**config.mk**
```make
export PLATFORM = sky130hd
export DESIGN_NAME = delay_cmd_sched
export DESIGN_NICKNAME = d
export VERILOG_FILES = /design/src/rtl/delay_sched_pkg.sv /design/src/rtl/key_debounce.sv /design/src/rtl/delay_cmd_sched.sv
export SDC_FILE = /design/constraint.sdc
export NUM_CORES = 1
export LEC_CHECK = 0
export CAP_MARGIN = 25
export CORE_MARGIN = 5
export CORE_UTILIZATION = 25
export DETAILED_ROUTE_END_ITERATION = 7
export HOLD_SLACK_MARGIN = 0.08
export MAX_ROUTING_LAYER = met4
export PLACE_DENSITY = 0.48
export SYNTH_ARGS = -nofsm -noshare
export SYNTH_HDL_FRONTEND = slang
export SYNTH_SLANG_ARGS = --single-unit
```
**constraint.sdc**
```tcl
create_clock -name clk -period 5.6 [get_ports clk]
set_clock_uncertainty 0.1 [all_clocks]
set_input_delay 1.12 -clock clk [delete_from_list [all_inputs] [get_ports clk]]
set_output_delay 1.12 -clock clk [all_outputs]
set_load 0.05 [all_outputs]
```
**src/rtl/delay_sched_pkg.sv**
```systemverilog
// Shared key FSM state encodings, counter width and a saturating increment
// used by the delay command scheduler.
package delay_sched_pkg;

  typedef enum logic [1:0] {
    IDLE     = 2'd0,
    DEBOUNCE = 2'd1,
    HELD     = 2'd2,
    REPEAT   = 2'd3
  } key_state_t;

  localparam int unsigned CNT_W = 32;

  function automatic logic [CNT_W-1:0] sat_inc(input logic [CNT_W-1:0] v);
    return (v == '1) ? v : v + 1'b1;
  endfunction

endpackage

```
**src/rtl/key_debounce.sv**
```systemverilog
// Per-key 2-flop synchronizer, press/release debounce and hold/auto-repeat FSM.
// Auto-repeat (REPEAT state) is built only with DELAY_CMD_SCHED_AUTOREPEAT_EN.
import delay_sched_pkg::*;

module key_debounce #(
  parameter int unsigned DEBOUNCE_CYCLES = 50000,
  parameter int unsigned HOLD_CYCLES     = 25000000,
  parameter int unsigned REPEAT_CYCLES   = 5000000
) (
  input  logic clk,
  input  logic reset_n,
  input  logic key_n,
  output logic req,
  output logic busy
);

  localparam logic [CNT_W-1:0] DEB_LAST = CNT_W'(DEBOUNCE_CYCLES - 1);

  logic             sync1;
  logic             key_sync;
  key_state_t       state;
  logic             releasing;
  logic [CNT_W-1:0] cnt;
  logic             deb_done;

  assign deb_done = (cnt >= DEB_LAST);

`ifdef DELAY_CMD_SCHED_AUTOREPEAT_EN
  localparam logic [CNT_W-1:0] HOLD_LAST = CNT_W'(HOLD_CYCLES - 1);
  localparam logic [CNT_W-1:0] REP_LAST  = CNT_W'(REPEAT_CYCLES - 1);

  logic [CNT_W-1:0] tcnt;
  logic             hold_done;
  logic             rep_done;

  assign hold_done = (tcnt >= HOLD_LAST);
  assign rep_done  = (tcnt >= REP_LAST);
`else
  // Single-shot build: hold/repeat timing parameters have no effect.
  if (HOLD_CYCLES == 0 && REPEAT_CYCLES == 0) begin : g_no_repeat_cfg
  end
`endif

  always_comb begin
    req = 1'b0;
    unique case (state)
      DEBOUNCE: req = !releasing && !key_sync && deb_done;
`ifdef DELAY_CMD_SCHED_AUTOREPEAT_EN
      HELD:     req = !key_sync && hold_done;
      REPEAT:   req = !key_sync && rep_done;
`endif
      default:  req = 1'b0;
    endcase
  end

  assign busy = (state == HELD) || (state == REPEAT) ||
                ((state == DEBOUNCE) && releasing);

  always_ff @(posedge clk or negedge reset_n) begin
    if (!reset_n) begin
      sync1     <= 1'b1;
      key_sync  <= 1'b1;
      state     <= IDLE;
      releasing <= 1'b0;
      cnt       <= '0;
`ifdef DELAY_CMD_SCHED_AUTOREPEAT_EN
      tcnt      <= '0;
`endif
    end else begin
      sync1    <= key_n;
      key_sync <= sync1;
      unique case (state)
        IDLE: begin
          if (!key_sync) begin
            state     <= DEBOUNCE;
            releasing <= 1'b0;
            cnt       <= CNT_W'(1);
          end
        end
        DEBOUNCE: begin
          // DEBOUNCE serves both press and release; releasing selects which.
          if (!releasing) begin
            if (key_sync) begin
              state <= IDLE;
              cnt   <= '0;
            end else if (deb_done) begin
              state <= HELD;
              cnt   <= '0;
`ifdef DELAY_CMD_SCHED_AUTOREPEAT_EN
              tcnt  <= '0;
`endif
            end else begin
              cnt <= sat_inc(cnt);
            end
          end else begin
            if (!key_sync) begin
              cnt <= '0;
            end else if (deb_done) begin
              state     <= IDLE;
              releasing <= 1'b0;
              cnt       <= '0;
            end else begin
              cnt <= sat_inc(cnt);
            end
          end
        end
        HELD: begin
          if (key_sync) begin
            state     <= DEBOUNCE;
            releasing <= 1'b1;
            cnt       <= CNT_W'(1);
          end
`ifdef DELAY_CMD_SCHED_AUTOREPEAT_EN
          else if (hold_done) begin
            state <= REPEAT;
            tcnt  <= '0;
          end else begin
            tcnt <= sat_inc(tcnt);
          end
`endif
        end
        REPEAT: begin
`ifdef DELAY_CMD_SCHED_AUTOREPEAT_EN
          if (key_sync) begin
            state     <= DEBOUNCE;
            releasing <= 1'b1;
            cnt       <= CNT_W'(1);
          end else if (rep_done) begin
            tcnt <= '0;
          end else begin
            tcnt <= sat_inc(tcnt);
          end
`else
          state <= IDLE;
`endif
        end
        default: state <= IDLE;
      endcase
    end
  end

endmodule

```
**src/rtl/delay_cmd_sched.sv**
```systemverilog
// Delay register command scheduler: two debounced keys plus host writes,
// host write wins. Optional auto-repeat via DELAY_CMD_SCHED_AUTOREPEAT_EN.
module delay_cmd_sched #(
  parameter int unsigned DEBOUNCE_CYCLES = 50000,
  parameter int unsigned HOLD_CYCLES     = 25000000,
  parameter int unsigned REPEAT_CYCLES   = 5000000
) (
  input  logic       clk,
  input  logic       reset_n,
  input  logic       key_faster_n,
  input  logic       key_slower_n,
  input  logic       sw_write,
  input  logic [7:0] sw_writedata,
  output logic       faster,
  output logic       slower,
  output logic       write,
  output logic [7:0] writedata,
  output logic       key_busy
);

  logic req_faster, req_slower;
  logic busy_faster, busy_slower;

  key_debounce #(
    .DEBOUNCE_CYCLES(DEBOUNCE_CYCLES),
    .HOLD_CYCLES    (HOLD_CYCLES),
    .REPEAT_CYCLES  (REPEAT_CYCLES)
  ) u_key_faster (
    .clk    (clk),
    .reset_n(reset_n),
    .key_n  (key_faster_n),
    .req    (req_faster),
    .busy   (busy_faster)
  );

  key_debounce #(
    .DEBOUNCE_CYCLES(DEBOUNCE_CYCLES),
    .HOLD_CYCLES    (HOLD_CYCLES),
    .REPEAT_CYCLES  (REPEAT_CYCLES)
  ) u_key_slower (
    .clk    (clk),
    .reset_n(reset_n),
    .key_n  (key_slower_n),
    .req    (req_slower),
    .busy   (busy_slower)
  );

  // Simultaneous key requests cancel each other; a host write drops both.
  always_ff @(posedge clk or negedge reset_n) begin
    if (!reset_n) begin
      faster    <= 1'b0;
      slower    <= 1'b0;
      write     <= 1'b0;
      writedata <= '0;
      key_busy  <= 1'b0;
    end else begin
      write    <= sw_write;
      faster   <= req_faster & ~req_slower & ~sw_write;
      slower   <= req_slower & ~req_faster & ~sw_write;
      key_busy <= busy_faster | busy_slower;
      if (sw_write) writedata <= sw_writedata;
    end
  end

endmodule

```
## Yosys cells after proc, flatten, opt, wreduce, memory -nomap -nowiden

Cells that the tools add are included.

| word-level totals | value |
|---|---|
| bits in registers | 86 |
| bits of input ports | 13 |
| logic and storage cells | 113 |

| cells by class | value |
|---|---|
| add/sub/neg operators | 2 |
| $lt $le $gt $ge | 2 |
| eq/ne operators | 18 |
| multiplexer cells | 46 |
| bitwise logic cells | 8 |
| reductions and logical operators | 22 |

Operators with widths:

| cell | number |
|---|---|
| 32-bit 2-to-1 mux | 14 |
| 32-bit one-hot mux with 3 select lines | 2 |
| 32-bit by 1-bit adder with 32-bit output, second input constant | 2 |
| 32-bit equality test, second input constant | 2 |
| 32-bit by 16-bit greater-or-equal comparator with 1-bit output, second input constant | 2 |
| 2-bit 2-to-1 mux | 14 |
| 2-bit one-hot mux with 4 select lines | 2 |
| 1-bit 2-to-1 mux | 12 |
| 5-bit AND reduction | 2 |
| 2-bit equality test, second input constant | 4 |
| 1-bit logical AND | 6 |
| 3-bit by 1-bit inequality test with 1-bit output, second input constant | 2 |
| 3-bit by 2-bit inequality test with 1-bit output, second input constant | 2 |
| 3-bit inequality test, second input constant | 2 |
| 1-bit one-hot mux with 3 select lines | 2 |
| 3-bit AND reduction | 2 |
| 3-bit nonzero test | 2 |
| 1-bit bitwise AND | 4 |
| 2-bit by 1-bit equality test with 1-bit output, second input constant | 2 |
| 1-bit logical NOT | 4 |
| 2-bit logical NOT | 2 |
| 1-bit logical OR | 4 |
| 2-bit by 1-bit inequality test with 1-bit output, second input constant | 2 |
| 2-bit inequality test, second input constant | 2 |
| 2 further kinds | 4 |

## Longest topological paths before layout

Gate-level depths: netlist of run 1.

| logic depth | value |
|---|---|
| word-level depth | 7 |
| mapped depth | 9 |
| mapped depth without buffers | 8 |

## Cells and area by module

From an unflattened synthesis of run 1, not the netlist that was laid out.

| second synthesis, totals | value |
|---|---|
| cells, all modules | 496 |
| area total of the unflattened synthesis | 4827.1 µm² |

By module, submodules not included:

| module | instances | cells an instance | area each (µm²) |
|---|---|---|---|
| key_debounce at u_key_slower | 1 | 246 | 2294.7 |
| key_debounce at u_key_faster | 1 | 226 | 2079.5 |
| delay_cmd_sched | 1 | 24 | 452.9 |

## Worst setup path before layout of run 1

OpenSTA, ideal clock, no wires.

| timing path | value |
|---|---|
| kind | input-to-reg |
| start point | in sw_write |
| end point | reg writedata[0] |
| library setup time | 0.125 ns |
| arrival | 1.787 ns |
| slack | 3.588 ns |
| cell stages on the path | 2 |
| path buffers | 1 |
| path through | clkbuf_1 > mux2_2 |

RTL lines:

| item | line | text |
|---|---|---|
| start: declaration | delay_cmd_sched.sv:12 | `input logic sw_write,` |
| end signal: assignment | delay_cmd_sched.sv:61 | `if (sw_write) writedata <= sw_writedata;` |
| end: declaration | delay_cmd_sched.sv:17 | `output logic [7:0] writedata,` |

No word-level cell between the ends.

## Final worst setup path of run 1

| timing path | value |
|---|---|
| start point | reg writedata[2] |
| end point | out writedata[2] |

No word-level cell between the ends.

==> out/summary.txt, run 1 <==
core area = 0.0187 mm^2
fin area = 0.00552 mm^2
Bufs and invs on worst path = 1
delay-heaviest family, CP = buffers and inverters
sw frac = 0.313
R2R depth = 7
fin crit period = 2.73 ns
GRT overflow = 0
overall global routing resource usage = 0.103
largest net degree at the start of global routing = 66
status = finished, final reports clean
ys async rst share = 1.00
Slowest-stage cell, CP = clkdlybuf4s50_1
post-CTS sizing = 0
Adder-Cell Fraction of Synth Area = 0.0263
Final Hold Viols = 0
clock share of power = 0.357
H-tree depth = 3
DR top layer = met4
CTS tree = built
post-synthesis mux area share = 0.0286
Die Width = 148 um
drt first pass iters = 4
Max FO, Critical Path = 2
slew of the pin with the lowest slew margin = 0.850 ns
worst min-delay path category = register to register
Initial Utilization = 0.255
Slew Viols, Final = 0
CP required = 4.38 ns
area occupied by multi-input gates = 0.00247 mm^2
I/O pins = 25
Yosys warnings = 0
first-pass GRT wire length = 17900 um
WHS Endpoint = u_key_slower.key_sync
DR vias = 3576
final setup margin = 2.87 ns
crit path DAT = 1.51 ns
P_sw = 0.487 mW
sequential cell area = 0.00216 mm^2
Reg power frac = 0.442
Clock Tree Buf Depth = 2
Setup TNS = 0 ns
number of synthesized register bits = 86
clk_lat worst skew = 0.34 ns
Worst setup SP type = register
Post-Layout Cell Count = 737
Placed Area = 0.00523 mm^2
Synth Area in Compound Gates = 0.0916
Post-synth EDFFs = 0
Area growth syn-to-layout = 15.8%
share of the synthesized area in the top cell type = 0.431
max-cap violation count = 0
R2R setup slack = 2.90 ns
Initial DRC Count = 207
clk sinks = 86
endpoints failing setup = 0
ant diodes = 0
drt via density = 4.85
Routed WL per cell = 14.1 um
HPWL after DPL = 7050 um
Critical R2R Launch = u_key_slower.cnt[0]
hold buffers post-CTS = 0
met1 WL = 5330 um
placed cells = 719
fin crit share = 0.488
worst hold stages = 0
critical path type = register to output port
Cell Int Power = 1.07 mW
root buffer cell = clkbuf_16
crit-path max cell delay = 0.81 ns
post-synthesis sequential area ratio = 0.453
initial antenna violation count = 0
Max VDD drop = 156 uV
Finished Core Util = 0.295
total power = 1.56 mW
commonest cells in the netlist = dfrtp_1, nor2_1, nand2_1
vias in the first global route = 3538
Comb pwr share = 0.201
fill count = 1943
Post-Syn Instances = 477
critical-path cell list = clkdlybuf4s50_1
clock-pin slew on the worst setup and hold paths = 0.06 ns
PortBufs = 24
largest family of logic cells by synthesized area = simple AND/OR/NAND/NOR gates
DP Worst Slack = 2.76 ns
CTS buffer count = 9
largest area contributor in the netlist = dfrtp_1
die height = 148 um
Distinct cells, synth = 69
P_leak = 2.24 nW
Post-Syn Nets = 500
Core Rows = 50
final net count = 521
layout cells sized above 1 = 0.129
Critical Path Sink Type = output port
final WL = 10400 um
Worst slew margin = 0.433
global placer's final weighted congestion = 0.833
Max Freq = 366 MHz
FF-to-FF End = u_key_slower.cnt[10]
syn_area_per_cell = 9.99 um^2
Synth Flop Type = dfrtp_1
drc violations = 0
DR WL met3 = 258 um
cell with the most instances after synthesis = dfrtp_1
XOR/XNOR Fraction of Synth Area = 0.0772
Post-Syn Area = 0.00476 mm^2
Synth Area in Simple Gates = 0.295
routed wl met2 = 4630 um
Power Density = 282 mW/mm^2
RSZ-0062 raised after global routing = false
die area = 0.0219 mm^2
hold_sp = u_key_slower.sync1
Hold WS = 0.255 ns
post-route antenna net violation count = 0
main area contributors after synthesis = dfrtp_1, nor2_1, xor2_1
setup repair bufs after CTS = 0
worst reg2reg max path, stage by stage (launching register included):
cell	delay, ns
dfrtp_1	0.39
ha_1	0.23
nand4_2	0.34
nor3_1	0.34
nand4_1	0.59
nor4b_2	0.40
xnor2_1	0.13
nor2_1	0.05
power groups by stage:
stage	combinational (mW)	sequential, mW	clock (mW)
after floorplan	0.193	0.714	0
after global placement	0.277	0.697	0
after detailed placement	0.304	0.700	0
after CTS	0.305	0.688	0.579
after global routing	0.351	0.694	0.606
final	0.313	0.688	0.555
layout by cell type (no fill, tap or decap), drive strengths merged, types with 6 or more instances in the layout:
cell           instances
inv                   10
a31oi                 11
xnor2                 18
nor4                  16
or3                    7
clkbuf                11
and3                  16
xor2                  24
nand4                 25
a21oi                 14
and4                   6
nor2                  74
dfrtp                 82
nand2                 34
clkdlybuf4s50         23
ha                    10
mux2                  10
nor3                  12
nand3                 31
registers in the layout, summed over array words and instances, names as in the netlist, 2 cells and up:
name,flops
u_key_faster.cnt,32
u_key_slower.state,2
writedata,8
u_key_faster.state,2
u_key_slower.cnt,32
cell type report:
type | count | area share
Tap cell | 234 | 0.0530
Timing Repair Buffer | 28 | 0.0535
Inverter | 9 | 0.00612
Sequential cell | 86 | 0.391
Clock buffer | 11 | 0.0422
Clock inverter | 5 | 0.00635
Multi-Input combinational cell | 364 | 0.448
worst max path at each step:
stage,slack [ns],end,start,cells after the start
after floorplan,3.59,writedata[0],sw_write,2
after global placement,2.45,u_key_faster.cnt[4],u_key_faster.state[0],6
after detailed placement,2.76,u_key_faster.cnt[22],u_key_faster.state[0],7
after CTS,2.73,u_key_faster.cnt[22],u_key_faster.state[0],7
after global routing,2.70,u_key_slower.cnt[10],u_key_slower.cnt[0],7
final,2.87,writedata[2],writedata[2],1
cell families after synthesis:
kind of cell	after synthesis
AO/OA/AOI/OAI	57
adder cells (fa/ha/maj)	10
XOR/XNOR	42
AND/OR/NAND/NOR	243
buffers and inverters	27
multiplexers	12
flip-flops	86
metal layers:
metal | vias up | track usage
met2 | 43 | 0.147
met1 | 1749 | 0.142
met5 | - | -
li1 | 1773 | -
met3 | 11 | 0.0238
met4 | 0 | 0.0397
No activity file was read; power rests on OpenSTA's default activity.
==> run 2, diff against run 1 <==
clock period = 2.6 ns   (was 5.6 ns; I/O delays follow)
==> run 2 against run 1 <==
  * Register-to-register slack lost 2.6 ns
  * Clock-buffer cell count up 2
  * Combinational power up 110%
  * Critical path depth grew 7
  * Critical endpoint is now u_key_slower.cnt[15]
  * Largest power group unchanged
==> out/summary.txt, run 2 (same netlist as run 1, synthesis figures left out) <==
R2R setup slack = 0.33 ns (-2.57 ns)
crit-path max cell delay = 0.38 ns (-0.43 ns)
most common cell after layout, fill and taps aside = dfrtp_1
Worst slew margin = 0.649 (+0.216)
Die Width = 148 um (unchanged)
critical path type = register to register
Slew Viols, Final = 0 (unchanged)
Worst setup SP type = register
DR top layer = met4
vias in the first global route = 3690 (+4.3%)
clock-pin slew on the worst setup and hold paths = 0.06 ns (about the same)
H-tree depth = 3 (unchanged)
Most common cell on crit path = nor2_1
Regs by FF count = u_key_faster.cnt x32, u_key_slower.cnt x32, writedata x8
met1 WL = 5080 um (-4.7%)
root buffer cell = clkbuf_16
CTS tree = built
Setup TNS = 0 ns (unchanged)
final setup margin = 0.330 ns (-2.54 ns)
HPWL after DPL = 7600 um (+7.8%)
Area growth syn-to-layout = 16.7%
GRT overflow = 0 (unchanged)
RSZ-0062 raised after global routing = false
Max VDD drop = 331 uV (+110%)
most frequent cells in the layout = dfrtp_1, nor2_1, nand2_1, nand3_1, xor2_1
crit path DAT = 2.39 ns (+0.88 ns)
R2R depth = 8 (+1)
overall global routing resource usage = 0.107 (+0.00343)
post-route antenna net violation count = 0 (unchanged)
Critical Path Sink Type = register
initial antenna violation count = 0 (unchanged)
CTS buffer count = 9 (unchanged)
Clock Tree Buf Depth = 2 (unchanged)
delay-heaviest family, CP = simple AND/OR/NAND/NOR gates
worst min-delay path category = register to register
fin crit period = 2.27 ns
clk sinks = 86 (unchanged)
Critical R2R Launch = u_key_slower.state[0]
DP Worst Slack = 0.263 ns (-2.50 ns)
drt first pass iters = 4 (unchanged)
die area = 0.0219 mm^2 (unchanged)
Slowest-stage cell, CP = or2_1
slew of the pin with the lowest slew margin = 0.525 ns (-0.325 ns)
clk_lat worst skew = 0.35 ns (about the same)
Power Density = 590 mW/mm^2 (+110%)
Initial Utilization = 0.255 (unchanged)
Max FO, Critical Path = 11 (+9)
drt via density = 4.95 (+2.0%)
final WL = 10500 um (+1.1%)
setup repair bufs after CTS = 0 (unchanged)
drc violations = 0 (unchanged)
worst hold stages = 0 (unchanged)
CP required = 2.72 ns (-1.66 ns)
Core Rows = 50 (unchanged)
core area = 0.0187 mm^2 (unchanged)
Final Hold Viols = 0 (unchanged)
Max Freq = 440 MHz
endpoints failing setup = 0 (unchanged)
fin crit share = 0.873
Initial DRC Count = 225 (+8.7%)
status = finished, final reports clean
layout cells sized above 1 = 0.139 (+0.00945)
FF-to-FF End = u_key_slower.cnt[15]
WHS Endpoint = u_key_slower.key_sync
largest net degree at the start of global routing = 40 (-39%)
DR vias = 3692 (+3.2%)
critical-path cell list = inv_1 > ha_1 > mux2_4 > or2_1 > nor2_1 > nand4_1 > xor2_1 > nor2_1
P_leak = 2.28 nW (+1.6%)
routed wl met2 = 4890 um (+5.6%)
I/O pins = 25 (unchanged)
global placer's final weighted congestion = 0.822 (-1.3%)
DR WL met3 = 332 um (+29%)
Bufs and invs on worst path = 1 (unchanged)
max-cap violation count = 0 (unchanged)
hold_sp = u_key_slower.sync1
PortBufs = 24 (unchanged)
die height = 148 um (unchanged)
Routed WL per cell = 14.1 um (-0.16%)
ant diodes = 0 (unchanged)
first-pass GRT wire length = 18500 um (+3.3%)
final net count = 530 (+1.7%)
==> run 2: cell types whose count changed in the layout (fill, tap and decap cells not counted), sizes merged <==
cell         previous run  this run
buf                     5        13
clkbuf                 11        13
clkinv                  3         2
clkinvlp                1         0
dlygate4sd3             0         1
==> run 2: worst reg2reg max path, delay by kind of cell, from the launching register on <==
family                   cells  cell delay, ns
XOR/XNOR                     1            0.16
buffers and inverters        1            0.08
flip-flops                   1            0.37
AND/OR/NAND/NOR              4            0.87
multiplexers                 1            0.32
adder cells (fa/ha/maj)      1            0.25
==> run 2: metrics by stage <==
stage	std cells	power [mW]	hold slack, ns	utilization	instance area, um^2
2_1_floorplan	477	1.95	0.124	-	4760
3_3_place_gp	729	2.14	0.247	0.282	5280
3_5_place_dp	729	2.16	0.247	0.282	5280
4_1_cts	746	3.35	0.256	0.297	5550
5_1_grt	746	3.49	0.262	0.297	5560
6_report	746	3.28	0.255	0.297	5560
==> run 2: worst max path at each step <==
stage	endpoint	cells past startpoint	slack [ns]	from
global placement	u_key_faster.cnt[22]	7	0.33	u_key_faster.cnt[0]
global route	u_key_slower.cnt[9]	8	0.11	u_key_slower.state[1]
finish	u_key_slower.cnt[15]	8	0.33	u_key_slower.state[0]
detailed placement	u_key_faster.cnt[22]	7	0.26	u_key_faster.cnt[0]
floorplan	u_key_slower.cnt[12]	6	0.59	u_key_slower.state[0]
CTS	u_key_faster.cnt[22]	7	0.26	u_key_faster.cnt[0]
==> run 2: timing repair <==
item	in CTS	in global routing
endpoints found under the hold margin	32	0
gates resized for setup	0	1
setup endpoints to repair	0	3
hold buffers	1	0
==> run 2: where the power goes <==
part | leakage [nW] | switching (mW) | internal [mW]
Clock | 0.128 | 0.509 | 0.649
Sequential | 1.15 | 0.0685 | 1.41
Combinational | 0.998 | 0.425 | 0.218
==> run 2: layer usage <==
metal	GRT usage	up-vias
met2	0.159	62
met1	0.142	1831
met4	0.0457	0
met5	-	-
met3	0.0204	12
li1	-	1787
==> run 2: area by class of cell <==
| class | count | area (um^2) |
|---|---|---|
| fill | 1932 | 13100 |
| multi-input combinational | 364 | 2480 |
| sequential | 86 | 2160 |
| timing repair buffer | 37 | 338 |
| tap | 234 | 293 |
| clock buffer | 13 | 240 |
| inverter | 9 | 33.8 |
| clock inverter | 3 | 18.8 |
==> run 3, diff against run 2 <==
GPL_ROUTABILITY_DRIVEN = 1   (was not set)
SLEW_MARGIN = 20   (was not set)
==> results of run 3 <==
No change in the layout: final DEF, timing and power equal those of run 2.
